===== src/rtl/parking_action_ctrl_pkg.sv =====
// Shared encodings for the parking gate sequencing controller:
// actions, request modes, error codes and controller states.
package parking_action_ctrl_pkg;

    typedef enum logic [2:0] {
        ACT_NONE       = 3'd0,
        ACT_ALT_FLR    = 3'd1,
        ACT_CHOSEN_FLR = 3'd2,
        ACT_EXIT       = 3'd3,
        ACT_RESTRICT   = 3'd4,
        ACT_UNRESTRICT = 3'd5
    } action_e;

    typedef enum logic [1:0] {
        MODE_ENTER = 2'd0,
        MODE_EXIT  = 2'd1,
        MODE_ADMIN = 2'd2,
        MODE_RSVD  = 2'd3
    } mode_e;

    typedef enum logic [2:0] {
        ERR_NONE           = 3'd0,
        ERR_INVALID_ID     = 3'd1,
        ERR_FULL           = 3'd2,
        ERR_ALT            = 3'd3,
        ERR_ADMIN_DENIED   = 3'd4,
        ERR_TARGET_UNKNOWN = 3'd5
    } err_e;

    typedef enum logic [2:0] {
        ST_IDLE        = 3'd0,
        ST_CHECK       = 3'd1,
        ST_ALT_WAIT    = 3'd2,
        ST_ADMIN_WAIT  = 3'd3,
        ST_ADMIN_CHECK = 3'd4,
        ST_GATE        = 3'd5
    } state_e;

endpackage


===== src/rtl/parking_action_ctrl_space_counter.sv =====
// 3-bit free-space counter that resets to its capacity and saturates at 0 and CAP.
module parking_action_ctrl_space_counter
    import parking_action_ctrl_pkg::*;
#(
    parameter int unsigned CAP = 7
) (
    input  logic       i_clk,
    input  logic       i_rst,
    input  logic       i_inc,
    input  logic       i_dec,
    output logic [2:0] o_count
);

    logic [2:0] r_count;

    // Simultaneous inc/dec cancels; out-of-range steps are dropped.
    always_ff @(posedge i_clk) begin
        if (i_rst) begin
            r_count <= 3'(CAP);
        end else if (i_inc && !i_dec && (r_count < 3'(CAP))) begin
            r_count <= r_count + 3'd1;
        end else if (i_dec && !i_inc && (r_count != 3'd0)) begin
            r_count <= r_count - 3'd1;
        end else begin
            r_count <= r_count;
        end
    end

    assign o_count = r_count;

endmodule


===== src/rtl/parking_action_ctrl.sv =====
// Entry/exit/admin request sequencer for the parking gate: decides the action,
// owns the per-floor free-space counters and drives gate and error indications.
module parking_action_ctrl
    import parking_action_ctrl_pkg::*;
#(
    parameter int unsigned SPEC0_CAP   = 2,
    parameter int unsigned NORM0_CAP   = 5,
    parameter int unsigned FLR1_CAP    = 7,
    parameter int unsigned GATE_CYCLES = 4,
    parameter int unsigned ALT_TIMEOUT = 8
) (
    input  logic       CLK,
    input  logic       RST,
    input  logic [1:0] MODE,
    input  logic       id_submit,
    input  logic       chosen_flr,
    input  logic       alt_accept,
    input  logic       alt_decline,
    input  logic       restrict_req,
    input  logic       id_valid,
    input  logic       id_special,
    input  logic       chosen_flr_full,
    input  logic       alternative_flr_full,
    input  logic       adminId_valid,
    input  logic       id_restricted,
    input  logic       id_exists,
    input  logic       user_in_floor,
    output logic [2:0] action_taken,
    output logic [2:0] remain_flr_spec_0,
    output logic [2:0] remain_flr_norm_0,
    output logic [2:0] remain_flr_1,
    output logic       alt_offer,
    output logic       gate_open,
    output logic       busy,
    output logic [2:0] err_code
);

    state_e     r_state;
    state_e     w_state_nxt;
    action_e    r_action;
    action_e    w_action_nxt;
    err_e       r_err;
    err_e       w_err_nxt;
    logic [7:0] r_tmr;
    logic [7:0] w_tmr_nxt;
    logic       r_alt_offer;
    logic       r_gate;
    logic       r_busy;
    // Counter strobes, bit 0 special floor 0, bit 1 normal floor 0, bit 2 floor 1.
    logic [2:0] w_inc;
    logic [2:0] w_dec;
    logic       w_unused;

    assign w_unused = id_restricted;

    // Next-state, action, error and counter-strobe decode.
    always_comb begin
        w_state_nxt  = r_state;
        w_action_nxt = ACT_NONE;
        w_err_nxt    = r_err;
        w_inc        = 3'b000;
        w_dec        = 3'b000;
        case (r_state)
            ST_IDLE: begin
                if (id_submit) begin
                    w_err_nxt   = ERR_NONE;
                    w_state_nxt = ST_CHECK;
                end else begin
                    w_state_nxt = ST_IDLE;
                end
            end
            ST_CHECK: begin
                w_state_nxt = ST_IDLE;
                case (mode_e'(MODE))
                    MODE_ENTER: begin
                        if (id_special) begin
                            if (remain_flr_spec_0 != 3'd0) begin
                                w_action_nxt = ACT_CHOSEN_FLR;
                                w_dec        = 3'b001;
                                w_state_nxt  = ST_GATE;
                            end else begin
                                w_err_nxt = ERR_FULL;
                            end
                        end else if (!id_valid) begin
                            w_err_nxt = ERR_INVALID_ID;
                        end else if (!chosen_flr_full) begin
                            w_action_nxt = ACT_CHOSEN_FLR;
                            w_dec        = chosen_flr ? 3'b100 : 3'b010;
                            w_state_nxt  = ST_GATE;
                        end else if (!alternative_flr_full) begin
                            w_state_nxt = ST_ALT_WAIT;
                        end else begin
                            w_err_nxt = ERR_FULL;
                        end
                    end
                    MODE_EXIT: begin
                        if (!id_valid && !id_special) begin
                            w_err_nxt = ERR_INVALID_ID;
                        end else begin
                            w_action_nxt = ACT_EXIT;
                            w_inc        = id_special ? 3'b001 : (user_in_floor ? 3'b100 : 3'b010);
                            w_state_nxt  = ST_GATE;
                        end
                    end
                    MODE_ADMIN: begin
                        if (adminId_valid) begin
                            w_state_nxt = ST_ADMIN_WAIT;
                        end else begin
                            w_err_nxt = ERR_ADMIN_DENIED;
                        end
                    end
                    default: begin
                        w_err_nxt = ERR_INVALID_ID;
                    end
                endcase
            end
            ST_ALT_WAIT: begin
                // Decline has priority over a same-cycle accept.
                if (alt_decline) begin
                    w_err_nxt   = ERR_ALT;
                    w_state_nxt = ST_IDLE;
                end else if (alt_accept) begin
                    w_action_nxt = ACT_ALT_FLR;
                    w_dec        = chosen_flr ? 3'b010 : 3'b100;
                    w_state_nxt  = ST_GATE;
                end else if (r_tmr == 8'(ALT_TIMEOUT - 1)) begin
                    w_err_nxt   = ERR_ALT;
                    w_state_nxt = ST_IDLE;
                end else begin
                    w_state_nxt = ST_ALT_WAIT;
                end
            end
            ST_ADMIN_WAIT: begin
                if (id_submit) begin
                    w_err_nxt   = ERR_NONE;
                    w_state_nxt = ST_ADMIN_CHECK;
                end else begin
                    w_state_nxt = ST_ADMIN_WAIT;
                end
            end
            ST_ADMIN_CHECK: begin
                w_state_nxt = ST_IDLE;
                if (!id_exists) begin
                    w_err_nxt = ERR_TARGET_UNKNOWN;
                end else begin
                    w_action_nxt = restrict_req ? ACT_RESTRICT : ACT_UNRESTRICT;
                end
            end
            ST_GATE: begin
                if (r_tmr == 8'(GATE_CYCLES - 1)) begin
                    w_state_nxt = ST_IDLE;
                end else begin
                    w_state_nxt = ST_GATE;
                end
            end
            default: begin
                w_state_nxt = ST_IDLE;
            end
        endcase
        if ((w_state_nxt == r_state) && ((r_state == ST_ALT_WAIT) || (r_state == ST_GATE))) begin
            w_tmr_nxt = r_tmr + 8'd1;
        end else begin
            w_tmr_nxt = 8'd0;
        end
    end

    // State, timer and registered status outputs.
    always_ff @(posedge CLK) begin
        if (RST) begin
            r_state     <= ST_IDLE;
            r_action    <= ACT_NONE;
            r_err       <= ERR_NONE;
            r_tmr       <= 8'd0;
            r_alt_offer <= 1'b0;
            r_gate      <= 1'b0;
            r_busy      <= 1'b0;
        end else begin
            r_state     <= w_state_nxt;
            r_action    <= w_action_nxt;
            r_err       <= w_err_nxt;
            r_tmr       <= w_tmr_nxt;
            r_alt_offer <= (w_state_nxt == ST_ALT_WAIT);
            r_gate      <= (w_state_nxt == ST_GATE);
            r_busy      <= (w_state_nxt != ST_IDLE);
        end
    end

    parking_action_ctrl_space_counter #(.CAP(SPEC0_CAP)) u_cnt_spec_0 (
        .i_clk(CLK), .i_rst(RST), .i_inc(w_inc[0]), .i_dec(w_dec[0]), .o_count(remain_flr_spec_0)
    );
    parking_action_ctrl_space_counter #(.CAP(NORM0_CAP)) u_cnt_norm_0 (
        .i_clk(CLK), .i_rst(RST), .i_inc(w_inc[1]), .i_dec(w_dec[1]), .o_count(remain_flr_norm_0)
    );
    parking_action_ctrl_space_counter #(.CAP(FLR1_CAP)) u_cnt_flr_1 (
        .i_clk(CLK), .i_rst(RST), .i_inc(w_inc[2]), .i_dec(w_dec[2]), .o_count(remain_flr_1)
    );

    assign action_taken = r_action;
    assign err_code     = r_err;
    assign alt_offer    = r_alt_offer;
    assign gate_open    = r_gate;
    assign busy         = r_busy;

endmodule


===== config.mk =====
export PLATFORM = sky130hd
export DESIGN_NAME = parking_action_ctrl
export DESIGN_NICKNAME = d
export VERILOG_FILES = /design/src/rtl/parking_action_ctrl_pkg.sv /design/src/rtl/parking_action_ctrl_space_counter.sv /design/src/rtl/parking_action_ctrl.sv
export SDC_FILE = /design/constraint.sdc
export NUM_CORES = 1
export LEC_CHECK = 0
export BUFFER_PORTS_ARGS = -buffer_cell sky130_fd_sc_hd__buf_2
export CELL_PAD_IN_SITES_DETAIL_PLACEMENT = 1
export CELL_PAD_IN_SITES_GLOBAL_PLACEMENT = 1
export CORE_MARGIN = 1
export CORE_UTILIZATION = 43
export DETAILED_ROUTE_END_ITERATION = 10
export PLACE_DENSITY_LB_ADDON = 0.12
export SKIP_LAST_GASP = 1
export SLEW_MARGIN = 20
export SYNTH_ARGS = -nofsm -noshare
export SYNTH_HDL_FRONTEND = slang
export SYNTH_SLANG_ARGS = --single-unit

===== constraint.sdc =====
create_clock -name CLK -period 5.3 [get_ports CLK]
set_input_delay 1.06 -clock CLK [delete_from_list [all_inputs] [get_ports CLK]]
set_output_delay 1.06 -clock CLK [all_outputs]
set_load 0.005 [all_outputs]

== Word level (Yosys, flattened, before mapping) ==
Cells that the tools add are included.
Word-level totals
  register bits after elaboration: 29
  logic and storage cells: 139
  input bits: 17
  output and inout bits: 18
Operators by class
  reduce and logical (&&, ||, !) cells: 36
  $lt $le $gt $ge: 3
  add/subtract/negate cells: 7
  bitwise logic cells: 1
  equal/unequal tests: 21
  mux-type cells: 61
Operator list (number)
  2-to-1 mux 3 bit: 42
  case mux 3 bit (3 select lines): 3
  case mux 3 bit (5 select lines): 1
  logical AND 1 bit: 14
  2-to-1 mux 2 bit: 7
  != test 3 bit (second input constant): 4
  case mux 3 bit (2 select lines): 2
  case mux 3 bit (4 select lines): 1
  nonzero test 3 bit: 4
  != test 5 bit (second input constant): 2
  AND reduction 10 bit: 1
  adder 3 x 1 -> 3 bit (second input constant): 3
  == test 3 x 2 -> 1 bit (second input constant): 3
  == test 3 bit (second input constant): 3
  subtractor 3 x 1 -> 3 bit (second input constant): 3
  adder 8 x 1 -> 8 bit (second input constant): 1
  == test 8 x 2 -> 1 bit (second input constant): 1
  == test 8 x 3 -> 1 bit (second input constant): 1
  logical NOT 1 bit: 8
  < comparator 3 bit (second input constant): 2
  nonzero test 2 bit: 3
  2-to-1 mux 1 bit: 5
  != test 4 bit (second input constant): 1
  nonzero test 4 bit: 1
  12 further kinds: 13

== Depth between registers and ports, before layout ==
  depth in word-level cells: 10
  mapped depth: 8
  gate-level depth less buffers: 7

== Hierarchy ==
Synthesis repeated with hierarchy kept, for this count alone.
Unflattened totals
  cell total of the unflattened synthesis: 219
  area, all modules: 1796.7 um2
Modules (own cells, without submodules)
  parking_action_ctrl: seq. area each 400.4 um2, cells each 139, instances 1, area an instance 1119.8 um2
  parking_action_ctrl_space_counter at u_cnt_norm_0: seq. area each 60.1 um2, cells each 31, instances 1, area an instance 269.0 um2
  parking_action_ctrl_space_counter at u_cnt_flr_1: seq. area each 60.1 um2, cells each 28, instances 1, area an instance 216.5 um2
  parking_action_ctrl_space_counter at u_cnt_spec_0: seq. area each 60.1 um2, cells each 21, instances 1, area an instance 191.4 um2

== Worst setup path before layout ==
Ideal clock, no wire load.
  path type: input to register
  start point: in id_special
  end point: reg u_cnt_flr_1.r_count[2], in the netlist u_cnt_flr_1.o_count[2]
  stages: 8
  library setup time: 0.072 ns
  buffers on the path: 1
  arrival time: 2.739 ns
  path slack: 2.489 ns
  data required time: 5.228 ns
  path through: clkbuf_1 -> nand2b_1 -> nor3_1 -> and3_1 -> inv_1 -> fa_1 -> mux2i_1 -> mux2i_1
On the way
  longest elaborated chain between the ends: 9
  elaborated cells between the ends (all ways): 17
  classes of those cells: mux: 8; reduce/logical: 9
RTL lines
  start, declared: line parking_action_ctrl.sv:21  | input logic id_special,
  logical NOT 1 bit: line parking_action_ctrl.sv:97  | if (!id_valid && !id_special) begin
  logical AND 1 bit: line parking_action_ctrl.sv:97
  2-to-1 mux 3 bit: line parking_action_ctrl.sv:97
  2-to-1 mux 3 bit: line parking_action_ctrl.sv:74  | case (mode_e'(MODE))
  2-to-1 mux 3 bit: line parking_action_ctrl.sv:63  | case (r_state)
  logical NOT 1 bit: line parking_action_ctrl_space_counter.sv:22  | end else if (i_dec && !i_inc && (r_count != 3'd0)) begin
  logical AND 1 bit (2 in a row): line parking_action_ctrl_space_counter.sv:22
  nonzero test 2 bit (no source line)
  end signal, assigned: line parking_action_ctrl_space_counter.sv:21  | r_count <= r_count + 3'd1;
  end signal, assigned: line parking_action_ctrl_space_counter.sv:23  | r_count <= r_count - 3'd1;
  end signal, assigned: line parking_action_ctrl_space_counter.sv:25  | r_count <= r_count;
  end, declared: line parking_action_ctrl_space_counter.sv:14  | logic [2:0] r_count;
Parallel ways exist; a longest one is shown, timed or not.
A chain may end at the register's enable or synchronous reset.

== Worst setup path in the final report ==
Same ends and word-level chain as after synthesis.

==> results.py <==
metrics = {
    "status": {
        "status": "finished clean",
    },
    "layout": {
        "insertedDiodeCount": 0,
        "fin_area_um2": 2000,
        "nNetsFinal": 249,
        "layout-drive-gt1-share": 0.240,
        "synthToLayoutAreaGrowth_pct": 17.5,
    },
    "clock_network": {
        "post_cts_resized": 0,
        "cts_inserted_buffers": 5,
        "postCtsSetupBuffers": 0,
        "clock_sinks": 29,
        "cts-root-buf": "clkbuf_8",
        "htreeDepth": 2,
        "cts_buffer_depth": 2,
        "hold_buffers": 0,
        "cts_tree": "built",
        "clk_pin_slew_ps": 60,
        "clock_latency_ps": 280,
    },
    "grt": {
        "grt.busiest_layer": "met2",
        "use_met3": 0.0458,
        "first_global_vias": 1735,
        "use_met2": 0.431,
        "grt_use_met1": 0.273,
        "track_usage": 0.239,
        "grt_max_degree": 22,
        "gr-total-overflow": 0,
        "antenna_found_initial": 0,
        "grt_pass1_wl_mm": 7.80,
    },
    "route": {
        "routed_wl_mm": 4.45,
        "drc_errors": 0,
        "viasPerCell": 5.76,
        "antenna_left": 0,
        "vias": 1595,
        "wire_per_inst_um": 16.0,
        "dr.pass1.iters": 4,
        "drtIter0Drc": 73,
    },
    "sta": {
        "fin_setup_tns_ps": 0,
        "layout_min_cycle_time_ps": 2750,
        "timing.fmax_mhz": 363,
        "hold_viol": 0,
        "fin_crit_sh": 0.519,
        "tightestPinTransition_ps": 560,
        "maxSlewViolCount": 0,
        "fin_worst_skew_ps": 2.14,
        "slew_headroom": 0.623,
        "rsz0062_at_grt": "false",
        "setup_viol": 0,
    },
    "synth": {
        "synthAdderAreaFrac": 0.0427,
        "async_flop_share": 0,
        "synth-edff-count": 0,
        "yosysMostFrequentCell": "dfxtp_1",
        "mappedNetlistArea_um2": 1700,
        "synth_compound_area_frac": 0.212,
        "ys_types": 54,
        "synth_flop_cell": "dfxtp_1",
        "synth_top_area_share": 0.341,
        "synth_warnings": 0,
        "yosys-top-cells-count": "dfxtp_1, nor2_1, nand2_1",
        "syn_area_per_cell_um2": 8.72,
        "synth_top_family_by_area": "simple AND/OR/NAND/NOR gates",
        "ys_seq_area_frac": 0.341,
        "synthSimpleGateAreaFrac": 0.280,
        "synth_top_area_cell": "dfxtp_1",
        "ys_top_cells_by_area": "dfxtp_1, mux2i_1, nor2_1",
        "syn_inst": 195,
        "synth_seq_cells": 29,
        "synth_mux_area_frac": 0.0412,
        "synthesis.nets": 216,
        "synth_xor_area_frac": 0.0464,
    },
    "worst_setup_path": {
        "cp_max_fo": 9,
        "critical_path_class": "primary input to flip-flop",
        "crit_arrival_ps": 2960,
        "worstPathRequired_ps": 5510,
        "endpoint_kind": "flip-flop",
        "start_kind": "primary input",
    },
    "placement": {
        "dp.final_hpwl_mm": 3.39,
        "placed_cell_area_um2": 1900,
        "place_congestion": 0.785,
        "io_buffers": 33,
    },
    "floorplan": {
        "design.core.area_um2": 3720,
        "io-pin-count": 35,
        "die-area_um2": 4210,
        "fp.dieH_um": 64.9,
        "rows": 22,
        "die_w_um": 64.9,
        "start_util": 0.458,
    },
    "power_and_ir_drop": {
        "p_leak_nw": 0.800,
        "max-vdd-ir-drop_uv": 147,
        "p_per_area_nw_per_um2": 252,
    },
    "worst_hold_path": {
        "hold_path.class": "flip-flop to flip-flop",
    },
    "job": {
        "cap_violations": 0,
    },
}
[stage by stage]
step           instances  worst slack (ps)  hold WS, ps   util  power [mW]
2_1_floorplan        195              2490          426      -       0.282
3_3_place_gp         269              2270          439  0.510       0.305
3_5_place_dp         269              2230          461  0.510       0.309
4_1_cts              277              2520          475  0.538       0.509
5_1_grt              277              2390          501  0.538       0.525
6_report             277              2550          471  0.538       0.503
[cell families after synthesis]
logic type | after synthesis
and+or+nand+nor | 83
AOI/OAI and AO/OA | 47
DFF | 29
buffers and inverters | 16
xor gates and xnor gates | 9
muxes | 7
adders and majority gates | 4
[critical path, stage by stage]
cell and delay (ps):
buf_2 150, nand2b_1 230, nor3_1 380, and3_1 310, inv_1 70, fa_1 380
mux2i_1 190, mux2i_1 190
[sequential cells by signal (all words and copies together), names as in the netlist]
signal and count:
err_code 3, u_cnt_norm_0.o_count 3, alt_offer 1, u_cnt_spec_0.o_count 3, gate_open 1, action_taken 3
busy 1, r_state 3, r_tmr 8, u_cnt_flr_1.o_count 3
[path summary, 6_finish.rpt]
kind / cells after the start / from / slack, ps / end
worst max-delay path: 8 / id_special / 2550 / u_cnt_flr_1.o_count[2]
worst min-delay path: 1 / r_tmr[0] / 470 / r_tmr[0]
worst min register to register: 1 / r_tmr[0] / 470 / r_tmr[0]
worst max register to register: 7 / r_state[0] / 2580 / u_cnt_flr_1.o_count[2]
[final cells by class]
cell class / instances / area [um2]
fillers: 467 / 1720
flip-flops and latches: 29 / 581
well taps: 48 / 60.1
inverters: 9 / 33.8
multi-input cells: 150 / 1060
clock inverters: 1 / 5.00
repair buffers: 33 / 165
clock buffers: 7 / 96.3
[cells in the final DEF (no fill, tap or decap), drive strengths merged, types with 7 or more instances in the layout]
cell type and count:
a21oi 9, buf 33, clkbuf 7, dfxtp 29
inv 9, mux2i 7, nand2 14, nor2 18
xor2 7
[where the power goes]
part | switching (mW) | internal [mW] | total [mW] | leakage (nW)
Clock | 0.0816 | 0.117 | 0.199 | 0.0542
Combinational | 0.0402 | 0.0302 | 0.0704 | 0.510
Sequential | 0.00872 | 0.226 | 0.234 | 0.235
Total | 0.131 | 0.373 | 0.503 | 0.800
[per-layer routing]
layer,part of all wire,wire (um)
met5,0,0
met2,0.51,2270
met1,0.44,1960
met4,0.014,61
met3,0.034,152
No activity file was read; power rests on OpenSTA's default activity.
